<file path="config.mk">
export PLATFORM = sky130hd
export DESIGN_NAME = tank_sprite_scheduler_flat
export DESIGN_NICKNAME = d
export VERILOG_FILES = /design/src/rtl/tank_sprite_scheduler_if.sv /design/src/rtl/tank_sprite_scheduler.sv /design/src/flat_wrapper.sv
export SDC_FILE = /design/constraint.sdc
export NUM_CORES = 1
export LEC_CHECK = 0
export ABC_AREA = 1
export CAP_MARGIN = 20
export CORE_UTILIZATION = 30
export CTS_CLUSTER_SIZE = 10
export DETAILED_ROUTE_END_ITERATION = 16
export HOLD_SLACK_MARGIN = 0.08
export SYNTH_ARGS = -nofsm -noshare
export SYNTH_HDL_FRONTEND = slang
export SYNTH_SLANG_ARGS = --single-unit
</file>
<file path="constraint.sdc">
create_clock -name vga_clk -period 5.13 [get_ports vga_clk]
set_input_delay 1.2825 -clock vga_clk [delete_from_list [all_inputs] [get_ports vga_clk]]
set_output_delay 1.2825 -clock vga_clk [all_outputs]
set_load 0.1 [all_outputs]
</file>
<file path="src/rtl/tank_sprite_scheduler_if.sv">
// Bus between game logic / video timing / sprite ROM and the tank sprite scheduler.
// Optional macro TANK_SCHED_MIRROR_EN adds the wr_mirror table field.
interface tank_sprite_scheduler_if #(
    parameter int NUM_SPRITES = 4,
    parameter int NUM_FRAMES  = 8,
    parameter int ROM_AW      = 13
);
    localparam int SEL_W = (NUM_SPRITES > 1) ? $clog2(NUM_SPRITES) : 1;
    localparam int FR_W  = (NUM_FRAMES > 1) ? $clog2(NUM_FRAMES) : 1;

    logic [9:0]        DrawX;
    logic [9:0]        DrawY;
    logic              blank;
    logic              wr_en;
    logic [SEL_W-1:0]  wr_sel;
    logic [9:0]        wr_x;
    logic [9:0]        wr_y;
    logic [FR_W-1:0]   wr_frame;
    logic              wr_vis;
`ifdef TANK_SCHED_MIRROR_EN
    logic              wr_mirror;
`endif
    // Commit handshake: commit_req is a one-cycle request, accepted only while idle
    // (commit_pending rises the next cycle); further requests while pending are absorbed.
    // commit_ack pulses for exactly the cycle on which shadow is copied to active.
    logic              commit_req;
    logic              commit_pending;
    logic              commit_ack;
    logic              commit_fsm_state;
    logic [ROM_AW-1:0] rom_addr;
    logic [3:0]        rom_q;
    logic              pix_valid;
    logic [3:0]        pix_index;
    logic [SEL_W-1:0]  pix_sel;

    modport master (
        output DrawX, DrawY, blank, wr_en, wr_sel, wr_x, wr_y, wr_frame, wr_vis,
`ifdef TANK_SCHED_MIRROR_EN
        output wr_mirror,
`endif
        output commit_req, rom_q,
        input  commit_pending, commit_ack, commit_fsm_state, rom_addr,
        input  pix_valid, pix_index, pix_sel
    );

    modport slave (
        input  DrawX, DrawY, blank, wr_en, wr_sel, wr_x, wr_y, wr_frame, wr_vis,
`ifdef TANK_SCHED_MIRROR_EN
        input  wr_mirror,
`endif
        input  commit_req, rom_q,
        output commit_pending, commit_ack, commit_fsm_state, rom_addr,
        output pix_valid, pix_index, pix_sel
    );
endinterface

</file>
<file path="src/rtl/tank_sprite_scheduler.sv">
// Shares one multi-frame tank sprite ROM between NUM_SPRITES tanks: hit test, priority, ROM address, palette index.
// Optional macro TANK_SCHED_MIRROR_EN adds a per-entry horizontal mirror bit.
module tank_sprite_scheduler #(
    parameter int NUM_SPRITES = 4,
    parameter int SPR_W       = 32,
    parameter int SPR_H       = 32,
    parameter int NUM_FRAMES  = 8,
    parameter int ROM_AW      = 13,
    parameter int TRANSPARENT = 0,
    parameter int V_ACTIVE    = 480
) (
    input  logic                    vga_clk,
    input  logic                    reset,
    tank_sprite_scheduler_if.slave  bus
);
    localparam int SEL_W = (NUM_SPRITES > 1) ? $clog2(NUM_SPRITES) : 1;
    localparam int FR_W  = (NUM_FRAMES > 1) ? $clog2(NUM_FRAMES) : 1;

    typedef enum logic { IDLE = 1'b0, PENDING = 1'b1 } commit_state_t;

    commit_state_t state, state_next;
    logic          do_copy;
    logic          boundary;

    logic [9:0]      sh_x     [NUM_SPRITES];
    logic [9:0]      sh_y     [NUM_SPRITES];
    logic [FR_W-1:0] sh_frame [NUM_SPRITES];
    logic            sh_vis   [NUM_SPRITES];
    logic [9:0]      act_x    [NUM_SPRITES];
    logic [9:0]      act_y    [NUM_SPRITES];
    logic [FR_W-1:0] act_frame[NUM_SPRITES];
    logic            act_vis  [NUM_SPRITES];
`ifdef TANK_SCHED_MIRROR_EN
    logic            sh_mir   [NUM_SPRITES];
    logic            act_mir  [NUM_SPRITES];
    logic            win_mir;
`endif

    assign boundary = (bus.DrawX == 10'd0) && (bus.DrawY == 10'(V_ACTIVE));

    always_ff @(posedge vga_clk) begin
        if (reset) state <= IDLE;
        else       state <= state_next;
    end

    // The boundary decision uses the pre-edge state, so a request arriving on the
    // boundary cycle itself waits for the following frame.
    always_comb begin
        state_next = state;
        do_copy    = 1'b0;
        case (state)
            IDLE:    if (bus.commit_req) state_next = PENDING;
            PENDING: if (boundary) begin
                do_copy    = 1'b1;
                state_next = IDLE;
            end
        endcase
    end

    assign bus.commit_pending   = (state == PENDING);
    assign bus.commit_ack       = do_copy && !reset;
    assign bus.commit_fsm_state = state;

    // Copy uses NBA-old shadow values, so a same-cycle write is not included.
    always_ff @(posedge vga_clk) begin
        if (reset) begin
            for (int i = 0; i < NUM_SPRITES; i++) begin
                sh_x[i]      <= '0;
                sh_y[i]      <= '0;
                sh_frame[i]  <= '0;
                sh_vis[i]    <= 1'b0;
                act_x[i]     <= '0;
                act_y[i]     <= '0;
                act_frame[i] <= '0;
                act_vis[i]   <= 1'b0;
`ifdef TANK_SCHED_MIRROR_EN
                sh_mir[i]    <= 1'b0;
                act_mir[i]   <= 1'b0;
`endif
            end
        end else begin
            if (bus.wr_en && (int'(bus.wr_sel) < NUM_SPRITES)) begin
                sh_x[bus.wr_sel]     <= bus.wr_x;
                sh_y[bus.wr_sel]     <= bus.wr_y;
                sh_frame[bus.wr_sel] <= bus.wr_frame;
                sh_vis[bus.wr_sel]   <= bus.wr_vis;
`ifdef TANK_SCHED_MIRROR_EN
                sh_mir[bus.wr_sel]   <= bus.wr_mirror;
`endif
            end
            if (do_copy) begin
                act_x     <= sh_x;
                act_y     <= sh_y;
                act_frame <= sh_frame;
                act_vis   <= sh_vis;
`ifdef TANK_SCHED_MIRROR_EN
                act_mir   <= sh_mir;
`endif
            end
        end
    end

    logic             hit;
    logic [SEL_W-1:0] win_sel;
    logic [10:0]      win_dx, win_dy, dx_eff, dxe, dye;
    logic [FR_W-1:0]  win_frame;
    logic [ROM_AW-1:0] addr_next;

    // Scan from the highest index down so the lowest hitting index overwrites last.
    always_comb begin
        hit       = 1'b0;
        win_sel   = '0;
        win_dx    = '0;
        win_dy    = '0;
        win_frame = '0;
        dxe       = '0;
        dye       = '0;
`ifdef TANK_SCHED_MIRROR_EN
        win_mir   = 1'b0;
`endif
        for (int i = NUM_SPRITES - 1; i >= 0; i--) begin
            dxe = {1'b0, bus.DrawX} - {1'b0, act_x[i]};
            dye = {1'b0, bus.DrawY} - {1'b0, act_y[i]};
            if (bus.blank && act_vis[i] && (bus.DrawX >= act_x[i]) && (bus.DrawY >= act_y[i]) &&
                (dxe < 11'(SPR_W)) && (dye < 11'(SPR_H))) begin
                hit       = 1'b1;
                win_sel   = SEL_W'(i);
                win_dx    = dxe;
                win_dy    = dye;
                win_frame = act_frame[i];
`ifdef TANK_SCHED_MIRROR_EN
                win_mir   = act_mir[i];
`endif
            end
        end
    end

`ifdef TANK_SCHED_MIRROR_EN
    assign dx_eff = win_mir ? (11'(SPR_W - 1) - win_dx) : win_dx;
`else
    assign dx_eff = win_dx;
`endif

    assign addr_next = hit ? (ROM_AW'(win_frame) * ROM_AW'(SPR_W * SPR_H) +
                              ROM_AW'(win_dy) * ROM_AW'(SPR_W) + ROM_AW'(dx_eff))
                           : '0;

    logic             hit_d1, hit_d2;
    logic [SEL_W-1:0] sel_d1, sel_d2;

    // hit/sel travel alongside the ROM access so they line up with rom_q.
    always_ff @(posedge vga_clk) begin
        if (reset) begin
            bus.rom_addr  <= '0;
            hit_d1        <= 1'b0;
            sel_d1        <= '0;
            hit_d2        <= 1'b0;
            sel_d2        <= '0;
            bus.pix_valid <= 1'b0;
            bus.pix_index <= '0;
            bus.pix_sel   <= '0;
        end else begin
            bus.rom_addr  <= addr_next;
            hit_d1        <= hit;
            sel_d1        <= win_sel;
            hit_d2        <= hit_d1;
            sel_d2        <= sel_d1;
            bus.pix_valid <= hit_d2 && (bus.rom_q != 4'(TRANSPARENT));
            bus.pix_index <= (hit_d2 && (bus.rom_q != 4'(TRANSPARENT))) ? bus.rom_q : 4'd0;
            bus.pix_sel   <= sel_d2;
        end
    end
endmodule

</file>
<file path="src/flat_wrapper.sv">
// flat-port wrapper written by rule: the top's interface ports become plain ports
module tank_sprite_scheduler_flat 
#(
    parameter int NUM_SPRITES = 4,
    parameter int SPR_W       = 32,
    parameter int SPR_H       = 32,
    parameter int NUM_FRAMES  = 8,
    parameter int ROM_AW      = 13,
    parameter int TRANSPARENT = 0,
    parameter int V_ACTIVE    = 480
)
  (vga_clk, reset, bus_DrawX, bus_DrawY, bus_blank, bus_wr_en, bus_wr_sel, bus_wr_x, bus_wr_y, bus_wr_frame, bus_wr_vis, bus_commit_req, bus_rom_q, bus_commit_pending, bus_commit_ack, bus_commit_fsm_state, bus_rom_addr, bus_pix_valid, bus_pix_index, bus_pix_sel);
  tank_sprite_scheduler_if #(.NUM_SPRITES(NUM_SPRITES), .NUM_FRAMES(NUM_FRAMES), .ROM_AW(ROM_AW)) bus_i ();
  input  logic vga_clk;
  input  logic reset;
  input wire logic [$bits(bus_i.DrawX)-1:0] bus_DrawX;
  input wire logic [$bits(bus_i.DrawY)-1:0] bus_DrawY;
  input wire logic [$bits(bus_i.blank)-1:0] bus_blank;
  input wire logic [$bits(bus_i.wr_en)-1:0] bus_wr_en;
  input wire logic [$bits(bus_i.wr_sel)-1:0] bus_wr_sel;
  input wire logic [$bits(bus_i.wr_x)-1:0] bus_wr_x;
  input wire logic [$bits(bus_i.wr_y)-1:0] bus_wr_y;
  input wire logic [$bits(bus_i.wr_frame)-1:0] bus_wr_frame;
  input wire logic [$bits(bus_i.wr_vis)-1:0] bus_wr_vis;
  input wire logic [$bits(bus_i.commit_req)-1:0] bus_commit_req;
  input wire logic [$bits(bus_i.rom_q)-1:0] bus_rom_q;
  output wire logic [$bits(bus_i.commit_pending)-1:0] bus_commit_pending;
  output wire logic [$bits(bus_i.commit_ack)-1:0] bus_commit_ack;
  output wire logic [$bits(bus_i.commit_fsm_state)-1:0] bus_commit_fsm_state;
  output wire logic [$bits(bus_i.rom_addr)-1:0] bus_rom_addr;
  output wire logic [$bits(bus_i.pix_valid)-1:0] bus_pix_valid;
  output wire logic [$bits(bus_i.pix_index)-1:0] bus_pix_index;
  output wire logic [$bits(bus_i.pix_sel)-1:0] bus_pix_sel;
  assign bus_i.DrawX = bus_DrawX;
  assign bus_i.DrawY = bus_DrawY;
  assign bus_i.blank = bus_blank;
  assign bus_i.wr_en = bus_wr_en;
  assign bus_i.wr_sel = bus_wr_sel;
  assign bus_i.wr_x = bus_wr_x;
  assign bus_i.wr_y = bus_wr_y;
  assign bus_i.wr_frame = bus_wr_frame;
  assign bus_i.wr_vis = bus_wr_vis;
  assign bus_i.commit_req = bus_commit_req;
  assign bus_i.rom_q = bus_rom_q;
  assign bus_commit_pending = bus_i.commit_pending;
  assign bus_commit_ack = bus_i.commit_ack;
  assign bus_commit_fsm_state = bus_i.commit_fsm_state;
  assign bus_rom_addr = bus_i.rom_addr;
  assign bus_pix_valid = bus_i.pix_valid;
  assign bus_pix_index = bus_i.pix_index;
  assign bus_pix_sel = bus_i.pix_sel;
  tank_sprite_scheduler #(.NUM_SPRITES(NUM_SPRITES), .SPR_W(SPR_W), .SPR_H(SPR_H), .NUM_FRAMES(NUM_FRAMES), .ROM_AW(ROM_AW), .TRANSPARENT(TRANSPARENT), .V_ACTIVE(V_ACTIVE)) u_core (.vga_clk(vga_clk), .reset(reset), .bus(bus_i));
endmodule
</file>
# Word-level counts from Yosys, hierarchy flattened
# Index checks and enable logic that the tools add are counted.
# word_totals
elab_cells	140
reg_bits	219
in_bits	55
out_inout_bits	23
# classes
mux	34
n_eq_ne	1
add_sub_neg	10
bitwise_logic	4
reduce_logical	31
magnitude_cmp	18
# ops
cell	n
$lt 11x6->1 const B	8
$sub 10x10->11	8
$bwmux 40	2
$ge 10x10->1	8
$mux 11	4
$mux 8	4
$logic_and 1x1->1	24
$demux 10 s2	1
$mux 3	5
$add 13x11->13	1
$add 13x13->13	1
$bwmux 12	1
$eq 10x9->1 const B	1
$logic_not 10->1	1
$mux 1	10
$mux 10	1
$demux 3 s2	1
$reduce_or 2->1	3
$bwmux 4	1
$mux 2	2
$reduce_bool 4->1	1
$ge 3x3->1 const B	1
$lt 3x1->1 const B	1
$not 1->1	3
5 further kinds	5

# Longest topological paths before layout
# logic_depth
word_depth	11
mapped_depth	35
depth_no_buf	35

# Worst setup path after synthesis
# No wires, ideal clock.
# synth_path
path_kind	input-to-reg
start	input port bus_DrawX[0]
end	register u_core.bus.rom_addr[10]
setup_time_ns	0.116
setup_slack_ns	0.617
n_path_buf	2
arrival_time_ns	4.397
path_stages	23
required_time_ns	5.014
path_cell_list	inv_1 > ha_1 > fa_1 > inv_1 > nand3_1 > nand3_1 > nand2_1 > nand2_1 > nand2_1 > nand2_1 > nand3_1 > nor2_1 > nand3_1 > nor2_1 > nand4_2 > buf_2 > buf_2 > nand2_1 > o21ai_0 > fa_1 > ha_1 > xor2_1 > nor2_2
# synth_between
elab_chain_len	11
elab_cells_between_ends	48
classes_between	add/sub (6); order compare (8); mux (16); bitwise (1); reduce/logical (17)
# synth_lines
element	line_no	source
start: declaration	flat_wrapper.sv:16	input wire logic [$bits(bus_i.DrawX)-1:0] bus_DrawX;
parallel branches: the longest is 11 deep, another holds $add 13x13->13	--	
end signal: assignment	tank_sprite_scheduler.sv:163	bus.rom_addr <= addr_next;
end: declaration	tank_sprite_scheduler_if.sv:52	output commit_pending, commit_ack, commit_fsm_state, rom_addr,
# Several ways; the timed one is not identified.
# A chain may end at the register's enable or synchronous reset.

# Final worst setup path
# layout_path
start	input port bus_DrawY[1]
end	output port bus_commit_ack
# layout_between
elab_chain_len	5
# layout_lines
element	line_no	source
start: declaration	flat_wrapper.sv:17	input wire logic [$bits(bus_i.DrawY)-1:0] bus_DrawY;
$eq 10x9->1	tank_sprite_scheduler.sv:39	assign boundary = (bus.DrawX == 10'd0) && (bus.DrawY == 10'(V_ACTIVE));
$logic_and 1x1->1	tank_sprite_scheduler.sv:39	
$mux 1	tank_sprite_scheduler.sv:53	PENDING: if (boundary) begin
$mux 1	tank_sprite_scheduler.sv:51	case (state)
$logic_and 1x1->1	tank_sprite_scheduler.sv:61	assign bus.commit_ack = do_copy && !reset;
end: declaration	flat_wrapper.sv:28	output wire logic [$bits(bus_i.commit_ack)-1:0] bus_commit_ack;
# Every way passes these cells.

==> qor.yml <==
status:
  outcome: "finished with violations"
  violations: "DRC"
yosys:
  yosysSeqAreaShare_pct: 35.4
  synth_top_area_share_pct: 35.4
  avgSynthCellArea_um2: 6.96
  yosysWarnings: 0
  syn_inst: 1779
  netlist.top_cell.by_area: "dfxtp_1"
  yosysUniqueCellTypes: 49
  synth-main-ff-cell: "dfxtp_1"
  synthArstFlopShare_pct: 0
  synth_area_um2: 12400
  ys_seq_elements: 219
  synthTopCellsByArea: "dfxtp_1 (35%), nand2_1 (11%), inv_1 (9.8%), ha_1 (9.3%), o21ai_0 (5.5%)"
  synth_edf_count: 0
routing:
  ant_nets: 0
  routed_wl_mm: 38.5
  vias: 11500
  drtIter0Drc: 789
  first_pass_iters: 12
  vias_per_cell: 4.72
  post_drt_wl_per_cell_um: 15.8
  route.detailed.drc: 1
placement:
  place_inst: 2407
  dpl.hpwl_mm: 29.9
  place.gp.congestion: 0.944
  port_buffers: 77
timing:
  worst_slew_pin_slew_ns: 1.09
  relSlewSlack_pct: 27.4
  max_freq_mhz: 213
  period_minus_slack_ns: 4.70
  setup_violations: 0
  fin_skew_ns: 0.0120
  holdWs_ns: 0.402
  grt_setup_unrepaired: "no"
  period_share_pct: 91.6
  final_hold_viol_count: 0
  report.final.slew_viol_count: 0
critical_path:
  path_cells: "clkdlybuf4s50_1, buf_4, nor4_1, nand2_1, nor3_1, nand3_2, inv_1, buf_12"
  critPathTopFamily: "buffers and inverters"
  required_ns: 3.85
  cpPeakStageDelay_ns: 0.59
  cp.arrival_ns: 3.42
  slowest_stage: "clkdlybuf4s50_1"
  crit_path_end_kind: "output pin"
  r2r_cells: 21
  r2r_setup_slack_ns: 1.43
  cp.buffers_inverters: 4
  crit_start: "bus_DrawY[1]"
  r2r_end: "u_core.bus.rom_addr[10]$_SDFF_PP0_"
  r2r-start: "u_core.act_y[10]$_SDFFE_PP0P_"
  path_max_fanout: 5
  startpoint_type: "input pin"
  crit_type: "input pin to output pin"
floorplanning:
  start_util_pct: 30.4
  die_y_um: 205
  die-width_um: 205
  row_count: 74
  core-area_um2: 40700
  dieArea_um2: 42100
  io_pins: 78
grt:
  grt_pass1_wl_mm: 59.4
  grt_use_total_pct: 18.3
  globalRouteOverflowTotal: 0
  grt_start_max_net_pins: 114
  antenna_found_initial: 1
  first_global_vias: 11000
power_and_ir_drop:
  irDropWorstVdd_v: 0.000209
  leakage_nw: 6.53
  powerDensity_nw_per_um2: 265
min_path:
  hold_depth: 2
  min_to: "u_core.bus.pix_sel[1]$_SDFF_PP0_"
  hold_class: "flip-flop to flip-flop"
  hp-start: "u_core.sel_d2[1]$_SDFF_PP0_"
cts:
  cts-root-buf: "clkbuf_16"
  path_clk_slew_ns: 0.05
  ctsResizeCount: 0
  htree_levels: 1
  post_cts_buffers: 0
  tritoncts: "yes"
  clock_latency_ns: 0.54
  clock-sinks: 219
  numCtsBuffers: 26
  cts_hold_buffers: 0
  cts_buffer_depth: 3
cells_and_area:
  fin_cells: 2439
  nets: 2060
  layout-drive-gt1-share_pct: 7.39
  syn2layout_area_growth_pct: 20.1
  diodes: 0
  utilization_pct: 36.5
run:
  cap_viol_max_count: 0
[logic make-up (layout without fill, tap and decap cells)]
family | Yosys count | after routing | share of synthesized area (%)
fa+ha+maj | 102 | 102 | 10.9
buf+inv | 386 | 507 | 12.0
other cells | 1 | 8 | 0.0303
flops | 219 | 219 | 35.4
simple gates | 686 | 686 | 24.0
xor+xnor | 24 | 24 | 1.70
compound gates | 361 | 361 | 15.9
[flip-flops by register name, indices dropped and copies added (netlist names)]
signal,cells
u_core.act_frame,12
u_core.act_vis,4
u_core.act_x,40
u_core.act_y,40
u_core.bus.commit_fsm_state,1
u_core.bus.pix_index,4
u_core.bus.pix_sel,2
u_core.bus.pix_valid,1
u_core.bus.rom_addr,13
u_core.hit_d1,1
u_core.hit_d2,1
u_core.sel_d1,2
u_core.sel_d2,2
u_core.sh_frame,12
u_core.sh_vis,4
u_core.sh_x,40
u_core.sh_y,40
[worst max path at each step]
| stage | depth (start not counted) | slack (ns) | to |
|---|---|---|---|
| after floorplan | 23 | 0.62 | u_core.bus.rom_addr[10]$_SDFF_PP0_ |
| after global placement | 23 | -0.04 | u_core.bus.rom_addr[10]$_SDFF_PP0_ |
| after detailed placement | 23 | -0.06 | u_core.bus.rom_addr[10]$_SDFF_PP0_ |
| after CTS | 8 | 0.45 | bus_commit_ack |
| after global routing | 23 | 0.13 | u_core.bus.rom_addr[10]$_SDFF_PP0_ |
| final | 8 | 0.43 | bus_commit_ack |
[per-stage QoR]
| step | instance area [µm²] | worst slack (ns) | power, mW | setup TNS, ns |
|---|---|---|---|---|
| after global placement | 14200 | -0.0419 | 2.33 | -0.0419 |
| after detailed placement | 14200 | -0.0613 | 2.33 | -0.0832 |
| after CTS | 14900 | 0.452 | 3.98 | 0 |
| final | 14900 | 0.432 | 3.94 | 0 |
| after floorplan | 12400 | 0.617 | 2.13 | 0 |
| after global routing | 14900 | 0.135 | 4.12 | 0 |
[metal layers]
layer	share of wire (%)	vias to the layer above	GRT usage [%]
met5	0.034	-	0
met4	2.7	2	6.03
met3	5.7	57	3.07
met2	44	244	29.5
met1	47	5242	24.6
li1	-	5966	-
[layout make-up]
class / instances / area [µm²]
timing repair buffer: 146 / 1310
inverter: 329 / 1240
tap: 532 / 666
sequential: 219 / 4380
fill: 4367 / 25900
clock inverter: 1 / 7.51
clock buffer: 31 / 711
multi-input combinational: 1181 / 6550
[cell usage in the layout, fill, tap and decap left out, types with 3 or more instances in the layout]
cell | netlist | final
o22ai_1 | 70 | 70
a21oi_1 | 120 | 120
o211ai_1 | 3 | 3
nor2_1 | 122 | 122
a21oi_2 | 4 | 4
o21ai_1 | 6 | 6
nand2_2 | 3 | 4
o21bai_1 | 8 | 8
inv_2 | 2 | 3
xnor2_1 | 10 | 10
nand3_2 | 1 | 3
fa_1 | 10 | 10
a21o_1 | 3 | 3
buf_4 | 1 | 68
dfxtp_1 | 219 | 219
nand3b_1 | 17 | 17
or2_2 | 8 | 8
inv_1 | 324 | 323
nor3_1 | 11 | 11
nand3_1 | 104 | 102
nand2_1 | 368 | 367
o21ai_0 | 137 | 137
nor2_2 | 13 | 13
nor4_1 | 6 | 6
clkdlybuf4s50_1 | 0 | 76
ha_1 | 92 | 92
nand4_1 | 22 | 22
conb_1 | 1 | 8
clkbuf_16 | 0 | 27
xor2_1 | 14 | 14
[cell usage after synthesis (all sizes together), types with 2 or more instances]
cell	count
a31oi	2
nor4	6
o211ai	3
xor2	14
o21bai	8
nand3b	17
a21boi	3
o21ai	144
nand2	372
xnor2	10
nand4	24
dfxtp	219
fa	10
a21o	3
inv	327
o22ai	70
nor2	135
a21oi	124
nor3	11
ha	92
buf	16
or2	12
clkinv	2
clkbuf	41
nand3	105
and2	2
[worst register-to-register path, cell delays in order, from the launching register on]
cell	delay [ns]
dfxtp_1	0.37
ha_1	0.16
inv_1	0.06
fa_1	0.37
nand2_1	0.10
nand3_1	0.12
nand3_1	0.12
nand3b_1	0.08
nand2_1	0.08
nand2_1	0.04
nor2_1	0.13
nand4_1	0.26
nand2_4	0.12
o22ai_1	0.07
nand2_1	0.06
o21ai_0	0.14
nand2_1	0.09
o21ai_0	0.12
fa_1	0.49
ha_1	0.34
xor2_1	0.19
nor2_2	0.05
[report_power, final]
part           internal (mW)  leakage [nW]  total [mW]  switching (mW)
Clock                  0.954         0.350        1.64           0.682
Combinational          0.205          4.40       0.546           0.341
Sequential              1.74          1.78        1.75          0.0120
Total                   2.90          6.53        3.94            1.03
(Power assumes the default switching activity.)
